## config.mk

```make
export PLATFORM = sky130hd
export DESIGN_NAME = flash_reader
export DESIGN_NICKNAME = d
export VERILOG_FILES = /design/src/rtl/flash_pkg.sv /design/src/rtl/spi_sclk_gen.sv /design/src/rtl/flash_reader.sv
export SDC_FILE = /design/constraint.sdc
export NUM_CORES = 1
export LEC_CHECK = 0
export BUFFER_PORTS_ARGS = -buffer_cell sky130_fd_sc_hd__buf_2
export CAP_MARGIN = 20
export CORE_ASPECT_RATIO = 1.75
export CORE_MARGIN = 2
export CORE_UTILIZATION = 50
export DETAILED_ROUTE_END_ITERATION = 10
export PLACE_DENSITY_LB_ADDON = 0.08
export SKIP_CTS_REPAIR_TIMING = 1
export SLEW_MARGIN = 10
export SYNTH_ARGS = -nofsm -noshare
export SYNTH_HDL_FRONTEND = slang
export SYNTH_SLANG_ARGS = --single-unit
```

## constraint.sdc

```tcl
create_clock -name clk -period 2.5 [get_ports clk]
set_clock_uncertainty 0.2 [all_clocks]
set_input_delay 0.25 -clock clk [delete_from_list [all_inputs] [get_ports clk]]
set_output_delay 0.25 -clock clk [all_outputs]
set_load 0.02 [all_outputs]
```

## src/rtl/flash_pkg.sv

```systemverilog
// Shared opcodes and FSM state encoding for the configuration-flash SPI reader.
package flash_pkg;
    localparam logic [7:0] CMD_READ = 8'h03;
    localparam logic [7:0] CMD_WREN = 8'h06;
    localparam logic [7:0] CMD_WRSR = 8'h01;
    localparam logic [7:0] CMD_RDSR = 8'h05;

    typedef enum logic [2:0] {
        ST_IDLE,
        ST_CMD,
        ST_ADDR,
        ST_DATA,
        ST_DESEL
    } state_e;
endpackage

```

## src/rtl/spi_sclk_gen.sv

```systemverilog
// SPI clock generator: half-period timer with rise/fall strobes; freeze parks SCLK low.
module spi_sclk_gen #(
    parameter int SCLK_DIV = 2
) (
    input  logic clk,
    input  logic reset,
    input  logic en,
    input  logic freeze,
    output logic sclk,
    output logic rise,
    output logic fall
);
    localparam int CW = $clog2(SCLK_DIV + 1);

    logic [CW-1:0] cnt_q, cnt_d;
    logic          sclk_q, sclk_d;
    logic          hold, tick;

    always_comb begin
        // A freeze only takes effect once SCLK is low, so a high phase always completes.
        hold   = freeze && !sclk_q;
        tick   = en && !hold && (cnt_q == CW'(SCLK_DIV - 1));
        rise   = tick && !sclk_q;
        fall   = tick && sclk_q;
        cnt_d  = cnt_q;
        sclk_d = sclk_q;
        if (!en) begin
            cnt_d  = '0;
            sclk_d = 1'b0;
        end else if (tick) begin
            cnt_d  = '0;
            sclk_d = !sclk_q;
        end else if (!hold) begin
            cnt_d = cnt_q + 1'b1;
        end
    end

    always_ff @(posedge clk) begin
        if (reset) begin
            cnt_q  <= '0;
            sclk_q <= 1'b0;
        end else begin
            cnt_q  <= cnt_d;
            sclk_q <= sclk_d;
        end
    end

    assign sclk = sclk_q;
endmodule

```

## src/rtl/flash_reader.sv

```systemverilog
// SPI mode-0 READ (0x03) engine: byte-range requests in, flash bytes out on valid/ready.
module flash_reader
    import flash_pkg::*;
#(
    parameter int ADDR_W   = 24,
    parameter int LEN_W    = 16,
    parameter int SCLK_DIV = 2,
    parameter int CS_HIGH  = 4
) (
    input  logic              clk,
    input  logic              reset,
    input  logic              cfg_done,
    input  logic              req_valid,
    output logic              req_ready,
    input  logic [ADDR_W-1:0] req_addr,
    input  logic [LEN_W-1:0]  req_len,
    output logic              out_valid,
    input  logic              out_ready,
    output logic [7:0]        out_data,
    output logic              done,
    output logic              busy,
    output logic              spi_cs,
    output logic              spi_sclk,
    output logic              spi_sclk_oe,
    output logic              spi_mosi,
    input  logic              spi_miso
);
    localparam int TX_W = 8 + ADDR_W;
    localparam int BW   = $clog2(ADDR_W + 1);
    localparam int DW   = $clog2(CS_HIGH + 1);

    state_e            state_q, state_d;
    logic [TX_W-1:0]   tx_q, tx_d;
    logic [7:0]        rx_q, rx_d, out_data_q, out_data_d;
    logic [BW-1:0]     bit_q, bit_d;
    logic [LEN_W-1:0]  left_q, left_d;
    logic [DW-1:0]     desel_q, desel_d;
    logic              out_valid_q, out_valid_d, rx_done_q, rx_done_d;
    logic              done_q, done_d, cs_q, cs_d;
    logic              accept, pop, sclk_en, freeze, rise, fall, sclk;

    assign req_ready = (state_q == ST_IDLE) && cfg_done && !done_q;
    assign accept    = req_valid && req_ready;
    assign pop       = out_valid_q && out_ready;
    assign sclk_en   = (state_q == ST_CMD) || (state_q == ST_ADDR) || (state_q == ST_DATA);
    // Stall before the 8th rise of a byte while the previous byte is still unaccepted.
    assign freeze    = (state_q == ST_DATA) &&
                       (rx_done_q || ((bit_q == BW'(7)) && out_valid_q && !out_ready));

    spi_sclk_gen #(.SCLK_DIV(SCLK_DIV)) u_sclk (
        .clk    (clk),
        .reset  (reset),
        .en     (sclk_en),
        .freeze (freeze),
        .sclk   (sclk),
        .rise   (rise),
        .fall   (fall)
    );

    always_comb begin
        state_d     = state_q;
        tx_d        = tx_q;
        rx_d        = rx_q;
        out_data_d  = out_data_q;
        bit_d       = bit_q;
        left_d      = left_q;
        desel_d     = desel_q;
        out_valid_d = out_valid_q;
        rx_done_d   = rx_done_q;
        cs_d        = cs_q;
        done_d      = 1'b0;
        if (pop) out_valid_d = 1'b0;
        if (sclk_en && fall) tx_d = tx_q << 1;
        unique case (state_q)
            ST_IDLE: if (accept) begin
                if (req_len == '0) begin
                    done_d = 1'b1;
                end else begin
                    state_d   = ST_CMD;
                    cs_d      = 1'b0;
                    tx_d      = {CMD_READ, req_addr};
                    left_d    = req_len;
                    bit_d     = '0;
                    rx_done_d = 1'b0;
                end
            end
            ST_CMD: if (rise) begin
                if (bit_q == BW'(7)) begin
                    bit_d   = '0;
                    state_d = ST_ADDR;
                end else bit_d = bit_q + 1'b1;
            end
            ST_ADDR: if (rise) begin
                if (bit_q == BW'(ADDR_W - 1)) begin
                    bit_d   = '0;
                    state_d = ST_DATA;
                end else bit_d = bit_q + 1'b1;
            end
            ST_DATA: begin
                if (rise) begin
                    rx_d = {rx_q[6:0], spi_miso};
                    if (bit_q == BW'(7)) begin
                        out_data_d  = {rx_q[6:0], spi_miso};
                        out_valid_d = 1'b1;
                        bit_d       = '0;
                        left_d      = left_q - 1'b1;
                        if (left_q == LEN_W'(1)) rx_done_d = 1'b1;
                    end else bit_d = bit_q + 1'b1;
                end
                if (rx_done_q && !sclk && (!out_valid_q || out_ready)) begin
                    state_d = ST_DESEL;
                    cs_d    = 1'b1;
                    desel_d = '0;
                end
            end
            ST_DESEL: begin
                if (desel_q == DW'(CS_HIGH - 1)) begin
                    state_d = ST_IDLE;
                    done_d  = 1'b1;
                end else desel_d = desel_q + 1'b1;
            end
            default: state_d = ST_IDLE;
        endcase
    end

    always_ff @(posedge clk) begin
        if (reset) begin
            state_q     <= ST_IDLE;
            tx_q        <= '0;
            rx_q        <= '0;
            out_data_q  <= '0;
            bit_q       <= '0;
            left_q      <= '0;
            desel_q     <= '0;
            out_valid_q <= 1'b0;
            rx_done_q   <= 1'b0;
            done_q      <= 1'b0;
            cs_q        <= 1'b1;
        end else begin
            state_q     <= state_d;
            tx_q        <= tx_d;
            rx_q        <= rx_d;
            out_data_q  <= out_data_d;
            bit_q       <= bit_d;
            left_q      <= left_d;
            desel_q     <= desel_d;
            out_valid_q <= out_valid_d;
            rx_done_q   <= rx_done_d;
            done_q      <= done_d;
            cs_q        <= cs_d;
        end
    end

    assign out_valid   = out_valid_q;
    assign out_data    = out_data_q;
    assign done        = done_q;
    assign busy        = (state_q != ST_IDLE) || accept;
    assign spi_cs      = cs_q;
    assign spi_sclk    = sclk;
    assign spi_sclk_oe = !cs_q;
    assign spi_mosi    = tx_q[TX_W-1];
endmodule

```

==> results.md, run 1 <==
* Fin nets at 601
* Crit Reg-Reg Endpoint: left_q[14]
* Setup CP Type: flip-flop to flip-flop
* Placed Area at 4360 um^2
* Pin count of the biggest net entering global routing at 58
* Remaining DRCs at 0
* Worst rel slew slack at 60.0%
* Max Freq at 419 MHz
* Critical path's top delay family: simple AND/OR/NAND/NOR gates
* Total global routing overflow at 0
* CTS Root Cell: clkbuf_16
* VDD IR-drop max at 0.590 mV
* Via Count at 3,733
* Clock transition at the registers of the reported paths at 0.06 ns
* TNS Setup at 0 ns
* Final Max Slew Viols at 0
* Crit path buf inv count at 1
* Fin cells at 642
* Hold slack final at -0.00254 ns
* Main combinational cell family by area after synthesis: simple AND/OR/NAND/NOR gates
* Min-Delay Endpoint: tx_q[7]
* Critical-path cell list: inv_1 > ha_1 > or4b_1 > or3_4 > o41a_1 > o21ai_1 > a21oi_1
* Peak fanout along the critical path at 6
* Status: finished, violations left
* FF-to-FF Start: left_q[0]
* CTS buffer count at 9
* Fraction of layout cells with a size suffix above 1 at 19.0%
* Post-synth cell types at 59
* GPL Wtd Cong at 0.912
* Slowest CP cell: or4b_1
* Worst Path Required at 2.51 ns
* CTS tree: built
* Die Area at 8560 um^2
* Avg Synthesized Cell Area at 7.94 um^2
* Drt pass-1 iters at 4
* Area Growth Syn to Fin at 20.5%
* Critical Path Start Type: flip-flop
* Final critical-path share of the clock period at 95.4%
* Die height at 121 um
* Initial antenna violation count at 0
* Failing checks: negative hold slack
* Adder-Cell Fraction of Synth Area at 1.92%
* H-tree lvl count at 3
* Largest stage delay, worst path at 0.50 ns
* # clock sinks at 81
* Synth async-reset ratio at 0%
* Register-to-Register Path Depth at 7
* Simple-gate portion of the synthesized area at 27.7%
* Mapped Cells at 492
* Net Count, Synth at 544
* Place WS at 0.0647 ns
* Hold depth at 3
* Synth warn at 0
* Seq/Total Area, Yosys at 41.5%
* Num ports at 62
* Min-delay worst type: input pin to flip-flop
* Clock Path Buffers at 2
* Final hold viol count at 1
* Remaining antenna violation count at 0
* Drt total wl at 9.56 mm
* Leak at 1.84 nW
* PnR worst setup slack at 0.114 ns
* Worst setup startpoint: left_q[0]
* MaxCap Viol Count at 0
* Reg2Reg Setup Slack at 0.11 ns
* Xor/xnor cell area share of the yosys netlist at 0%
* Worst min-delay path startpoint: req_addr[7]
* Placed wire-length estimate at 6.75 mm
* Die X at 70.8 um
* Commonest cells after routing, fill and taps aside: nand2_1 (89), dfxtp_1 (81), nor2_1 (68)
* Clock Latency Late Sink at 0.34 ns
* Arrival time worst endpoint at 2.40 ns
* Crit end category: flip-flop
* Post-synth top flop: dfxtp_1
* Setup violations, final at 0
* Complex-gate fraction of the synthesized area at 20.5%
* Commonest non-fill, non-tap cell in the layout: nand2_1
* Initial core utilization at 51.6%
* RSZ-0062 raised after global routing: false
* Avg WL per Cell at 14.9 um
* Inst Count DP at 623
* Core footprint at 7570 um^2
* Post-route cell area at 4710 um^2
* Port bufs at 61
* DRT iter0 DRCs at 176
* Diodes inserted at 0
* Vias in the first global route at 3,542
* Post-synthesis mux area share at 4.10%
* Overall Power at 0.00302 W
* Min Tclk post-route at 2.39 ns
* Slew @ Worst Pin at 0.599 ns
* Number of vias per cell at 5.81
* Post-Syn Area at 3910 um^2
* Post-synth EDFFs at 0
* GRT Total Usage at 23.0%
* Rows at 42
* Seq cells post-synth at 81
* PwrDens at 642 nW/um^2
* First-pass GRT wire length at 16.0 mm
==> layout make-up <==
type	count	area, um^2
flip-flops and latches	81	1620
well taps	88	110
repair buffers	83	513
multi-input cells	367	2130
fillers	687	2860
inverters	7	26.3
clock inverters	5	62.6
clock buffers	11	243
==> tightest hold or removal path, stage by stage <==
cell	delay [ns]
buf_2	0.09
nor2_1	0.09
a311oi_1	0.05
==> per-stage QoR <==
step	hold slack [ns]	utilization, %
final	-0.00254	62.2
after global routing	0.0192	62.2
after CTS	-0.0516	61.6
after detailed placement	0.243	57.6
after global placement	0.237	57.6
after floorplan	0.186	-
==> cells in the mapped netlist, drive strengths merged, types with 2 or more instances <==
cell type	count	area, um^2
nand3	9	45.0
or3	7	48.8
nand2	89	334
and3	2	12.5
nor4	11	105
a22o	3	26.3
nor2	68	255
nand4	2	12.5
nor4b	3	26.3
a31oi	5	31.3
a41oi	2	17.5
a21o	2	15.0
mux2i	16	160
o31ai	3	22.5
nor2b	2	12.5
dfxtp	81	1620
a211o	2	17.5
a21oi	40	204
ha	6	75.1
nand3b	3	22.5
buf	7	30.0
o21ai	22	110
a311oi	23	201
inv	7	26.3
or2	3	18.8
a22oi	3	22.5
clkbuf	30	113
nand2b	3	18.8
or4	4	30.0
nor3	9	45.0
o32ai	2	17.5
o211ai	2	15.0
nor3b	2	15.0
==> per-layer routing <==
| metal | wire (um) | GRT usage [%] | vias up |
|---|---|---|---|
| met2 | 4900 | 40.7 | 100 |
| met1 | 4020 | 25.9 | 1735 |
| met4 | 258 | 11.3 | 0 |
| li1 | - | - | 1877 |
| met3 | 375 | 4.57 | 21 |
| met5 | 0 | 0 | - |
==> registers in the layout, summed over array words and instances (netlist names), 2 cells and up <==
register,count
out_data,8
desel_q,3
bit_q,5
rx_q,7
left_q,16
u_sclk.cnt_q,2
tx_q,32
state_q,3
==> how the worst max path moves through the flow <==
stage / cells past startpoint / slack (ns) / end
finish: 7 / 0.11 / left_q[14]
global route: 7 / 0.02 / left_q[11]
CTS: 6 / 0.1 / left_q[0]
detailed placement: 6 / 0.06 / left_q[9]
global placement: 6 / 0.11 / left_q[5]
floorplan: 8 / 0.16 / left_q[14]
==> where the power goes <==
group	internal [W]	leakage (nW)	switching (W)	total, W
Combinational	0.000134	1.04	0.000179	0.000313
Clock	0.000806	0.142	0.000532	0.00134
Sequential	0.00134	0.659	0.0000328	0.00137
==> kinds of logic after synthesis <==
logic type,count (synthesis)
buffers and inverters,44
flip-flops,81
AND/OR/NAND/NOR,225
adder cells (fa/ha/maj),6
AO/OA/AOI/OAI,120
multiplexers,16
(Power assumes the default switching activity.)
==> inputs of run 2 (changes only) <==
- CELL_PAD_IN_SITES_DETAIL_PLACEMENT: not set -> 0
- CELL_PAD_IN_SITES_GLOBAL_PLACEMENT: not set -> 2
- CORE_UTILIZATION: 50 -> 30
==> results.md, run 2 (same netlist as run 1, synthesis figures left out) <==
* Status: finished, violations left
* Failing checks: negative hold slack
* Overall Power at 0.00305 W
* Clock Path Buffers at 2
* # clock sinks at 81
* Initial antenna violation count at 0
* Final Max Slew Viols at 0
* Commonest non-fill, non-tap cell in the layout: nand2_1
* Fin cells at 731
* Max Freq at 429 MHz
* Min Tclk post-route at 2.33 ns
* Max FFs per register at 32
* Number of vias per cell at 5.13
* Area Growth Syn to Fin at 23.5%
* Pin count of the biggest net entering global routing at 53
* Vias in the first global route at 3,760
* Core footprint at 12,800 um^2
* Final critical-path share of the clock period at 93.2%
* Peak fanout along the critical path at 5
* Setup violations, final at 0
* MaxCap Viol Count at 0
* Crit end category: flip-flop
* Worst rel slew slack at 68.0%
* VDD IR-drop max at 0.319 mV
* Drt total wl at 11.2 mm
* Via Count at 3,748
* RSZ-0062 raised after global routing: false
* Slew @ Worst Pin at 0.476 ns
* Fraction of layout cells with a size suffix above 1 at 20.0%
* First-pass GRT wire length at 18.4 mm
* Min-delay worst type: input pin to flip-flop
* GRT Total Usage at 16.2%
* Die X at 90.3 um
* Inst Count DP at 714
* GPL Wtd Cong at 0.841
* Setup CP Type: flip-flop to flip-flop
* Die height at 155 um
* Fin nets at 607
* Commonest cells after routing, fill and taps aside: nand2_1 (89), dfxtp_1 (81), nor2_1 (68)
* Clock transition at the registers of the reported paths at 0.06 ns
* Total global routing overflow at 0
* H-tree lvl count at 3
* Clock Latency Late Sink at 0.33 ns
* CTS Root Cell: clkbuf_16
* Worst Path Required at 2.51 ns
* Remaining DRCs at 0
* Hold slack final at -0.000573 ns
* CTS buffer count at 9
* Arrival time worst endpoint at 2.34 ns
* Leak at 1.87 nW
* CTS tree: built
* TNS Setup at 0 ns
* Avg WL per Cell at 15.4 um
* PwrDens at 631 nW/um^2
* Rows at 55
* Placed Area at 4510 um^2
* Port bufs at 61
* Diodes inserted at 0
* DRT iter0 DRCs at 103
* Initial core utilization at 30.5%
* Placed wire-length estimate at 8.09 mm
* Num ports at 62
* Remaining antenna violation count at 0
* Post-route cell area at 4830 um^2
* Biggest register: tx_q
* Final hold viol count at 1
* Critical Path Start Type: flip-flop
* Drt pass-1 iters at 4
* Die Area at 14,000 um^2
[run 2: per-stage QoR]
step | utilization, % | setup slack [ns]
2_1_floorplan | - | 0.160
3_3_place_gp | 35.2 | 0.202
3_5_place_dp | 35.2 | 0.167
4_1_cts | 37.6 | 0.162
5_1_grt | 37.7 | 0.0154
6_report | 37.7 | 0.170
[run 2: area by class of cell]
type                            instances  area (um^2)
Clock inverter                          5         62.6
Fill cell                            1386         7970
Clock buffer                           11          243
Tap cell                              171          214
Sequential cell                        81         1620
Inverter                                7         26.3
Multi-Input combinational cell        367         2120
Timing Repair Buffer                   89          543
[run 2: power breakdown]
group	switching (W)	internal [W]	total (W)	leakage, nW
clock network	0.000553	0.000807	0.00136	0.142
logic	0.000186	0.000133	0.000320	1.07
registers	0.0000296	0.00134	0.00137	0.659
[run 2: routing by layer]
layer	part of all wire, %	track usage (%)	vias to the layer above
met5	0	0	-
met4	1.4	5.64	0
met3	2.9	2.66	9
met2	53	30.9	67
met1	42	18.1	1774
li1	-	-	1898
[run 2: path summary, 6_finish.rpt]
kind	startpoint	to	slack, ns	cells past startpoint
worst min-delay path	req_addr[8]	tx_q[8]	-0.0006	3
worst min register to register	tx_q[30]	tx_q[31]	0.25	2
worst max-delay path	left_q[1]	left_q[14]	0.17	7
worst max register to register	left_q[1]	left_q[14]	0.17	7
[run 2: critical path, cell delays in order (launching register included)]
cell	delay, ns
dfxtp_1	0.33
inv_1	0.08
ha_1	0.19
or4b_1	0.47
or3_4	0.43
o41a_1	0.32
o21ai_1	0.12
a21oi_1	0.07
==> inputs of run 3 (changes only) <==
- CORE_MARGIN: 2 -> not set
==> results.md, run 3 (same netlist as run 1, synthesis figures left out) <==
* Failing checks: negative hold slack
* Sw Ratio at 24.6%
* GPL Wtd Cong at 0.818
* Min-delay worst type: input pin to flip-flop
* Reg2Reg Setup Slack at 0.13 ns
* Remaining DRCs at 0
* Fin util at 39.2%
* Hold slack final at -0.00678 ns
* Clock Power Share at 45.6%
* Biggest register: tx_q
* Critical Path Start Type: flip-flop
* CTS Root Cell: clkbuf_16
* Via Count at 3,790
* Area occupied by multi-input gates at 2120 um^2
* Commonest cells after routing, fill and taps aside: nand2_1 (89), dfxtp_1 (81), nor2_1 (68)
* FF+latch area at 1620 um^2
* Area Growth Syn to Fin at 26.0%
* DRT iter0 DRCs at 111
* Placed wire-length estimate at 7.91 mm
* Min Tclk post-route at 2.37 ns
* Vias in the first global route at 3,692
* Crit end category: flip-flop
* CTS tree: built
* Initial core utilization at 31.1%
* Switching pwr at 0.000768 W
* First-pass GRT wire length at 17.9 mm
* Drt pass-1 iters at 4
* Final Max Slew Viols at 0
* Max Freq at 422 MHz
* Pin count of the biggest net entering global routing at 53
* GRT Total Usage at 17.1%
* Arrival time worst endpoint at 2.38 ns
* MaxCap Viol Count at 0
* Setup CP Type: flip-flop to flip-flop
* Num ports at 62
* Diodes inserted at 0
* Slew @ Worst Pin at 0.451 ns
* Fin nets at 617
* Leak at 1.92 nW
* Final critical-path share of the clock period at 94.8%
* Inst Count DP at 716
* Initial antenna violation count at 0
* TNS Setup at 0 ns
* Port bufs at 61
* Worst Path Required at 2.51 ns
* Max FFs per register at 32
* Fraction of layout cells with a size suffix above 1 at 20.7%
* Fin cells at 737
* Cell Int Power at 0.00236 W
* Remaining antenna violation count at 0
* # clock sinks at 81
* VDD IR-drop max at 0.276 mV
* Clock transition at the registers of the reported paths at 0.06 ns
* Setup violations, final at 0
* Peak fanout along the critical path at 6
* Register-to-Register Path Depth at 7
* Avg WL per Cell at 15.1 um
* PwrDens at 635 nW/um^2
* CTS buffer count at 9
* Total global routing overflow at 0
* Number of vias per cell at 5.14
* Clock Path Buffers at 2
* Rows at 54
* Drt total wl at 11.1 mm
* Core footprint at 12,600 um^2
* Reg power frac at 43.7%
* Die X at 88.3 um
* Final hold viol count at 7
* Hold depth at 3
* H-tree lvl count at 3
* Die height at 153 um
* RSZ-0062 raised after global routing: false
* Status: finished, violations left
* Comb pwr share at 10.7%
* Die Area at 13,500 um^2
* Overall Power at 0.00313 W
* Filler Cells Inserted at 1,354
* Clock Latency Late Sink at 0.33 ns
* Worst rel slew slack at 69.7%
* Commonest non-fill, non-tap cell in the layout: nand2_1
==> run 3: cell count changes in the layout (fill, tap and decap cells not counted) <==
cell,delta
dlygate4sd3_1,+5
ha_2,+1
clkbuf_8,-1
clkinv_2,+1
buf_4,+5
bufinv_16,+1
clkinv_4,+1
clkbuf_1,-1
ha_1,-1
clkinvlp_4,-2
==> run 3: final timing paths <==
| kind | from | to |
|---|---|---|
| max | left_q[0] | left_q[14] |
| min | req_addr[7] | tx_q[7] |
| max reg2reg | left_q[0] | left_q[14] |
| min reg2reg | tx_q[28] | tx_q[29] |
==> run 3: metal layers <==
layer	track usage (%)	up-vias	wire length (um)
li1	-	1909	-
met1	19.1	1796	4690
met2	30.9	73	5970
met3	3.56	12	323
met4	6.22	0	170
met5	0	-	0
==> run 3: power groups by stage <==
| stage | clock [W] | sequential [W] | combinational (W) |
|---|---|---|---|
| finish | 0.00142 | 0.00137 | 0.000334 |
| CTS | 0.00148 | 0.00137 | 0.000332 |
| floorplan | 0 | 0.00139 | 0.000197 |
| detailed placement | 0 | 0.00140 | 0.000330 |
| global route | 0.00153 | 0.00137 | 0.000372 |
| global placement | 0 | 0.00140 | 0.000328 |
==> run 3: metrics by stage <==
| stage | worst slack (ns) | area, um^2 | hold WS [ns] |
|---|---|---|---|
| 5_1_grt | 0.00441 | 4920 | 0.000926 |
| 3_5_place_dp | 0.153 | 4540 | 0.248 |
| 2_1_floorplan | 0.160 | 3910 | 0.186 |
| 4_1_cts | 0.137 | 4860 | -0.0507 |
| 6_report | 0.130 | 4920 | -0.00678 |
| 3_3_place_gp | 0.177 | 4540 | 0.237 |
==> run 3: layout make-up <==
cell class	count	area share, %
clock inverters	6	1.86
flip-flops and latches	81	32.9
repair buffers	99	12.8
inverters	7	0.534
well taps	168	4.27
clock buffers	9	4.57
multi-input cells	367	43.0
==> run 3: worst max-delay path, cell delays in order, from the launching register on <==
cell and delay (ns):
dfxtp_1 0.35, inv_1 0.07, ha_2 0.19, or4b_1 0.47
or3_4 0.44, o41a_1 0.32, o21ai_1 0.12, a21oi_1 0.08
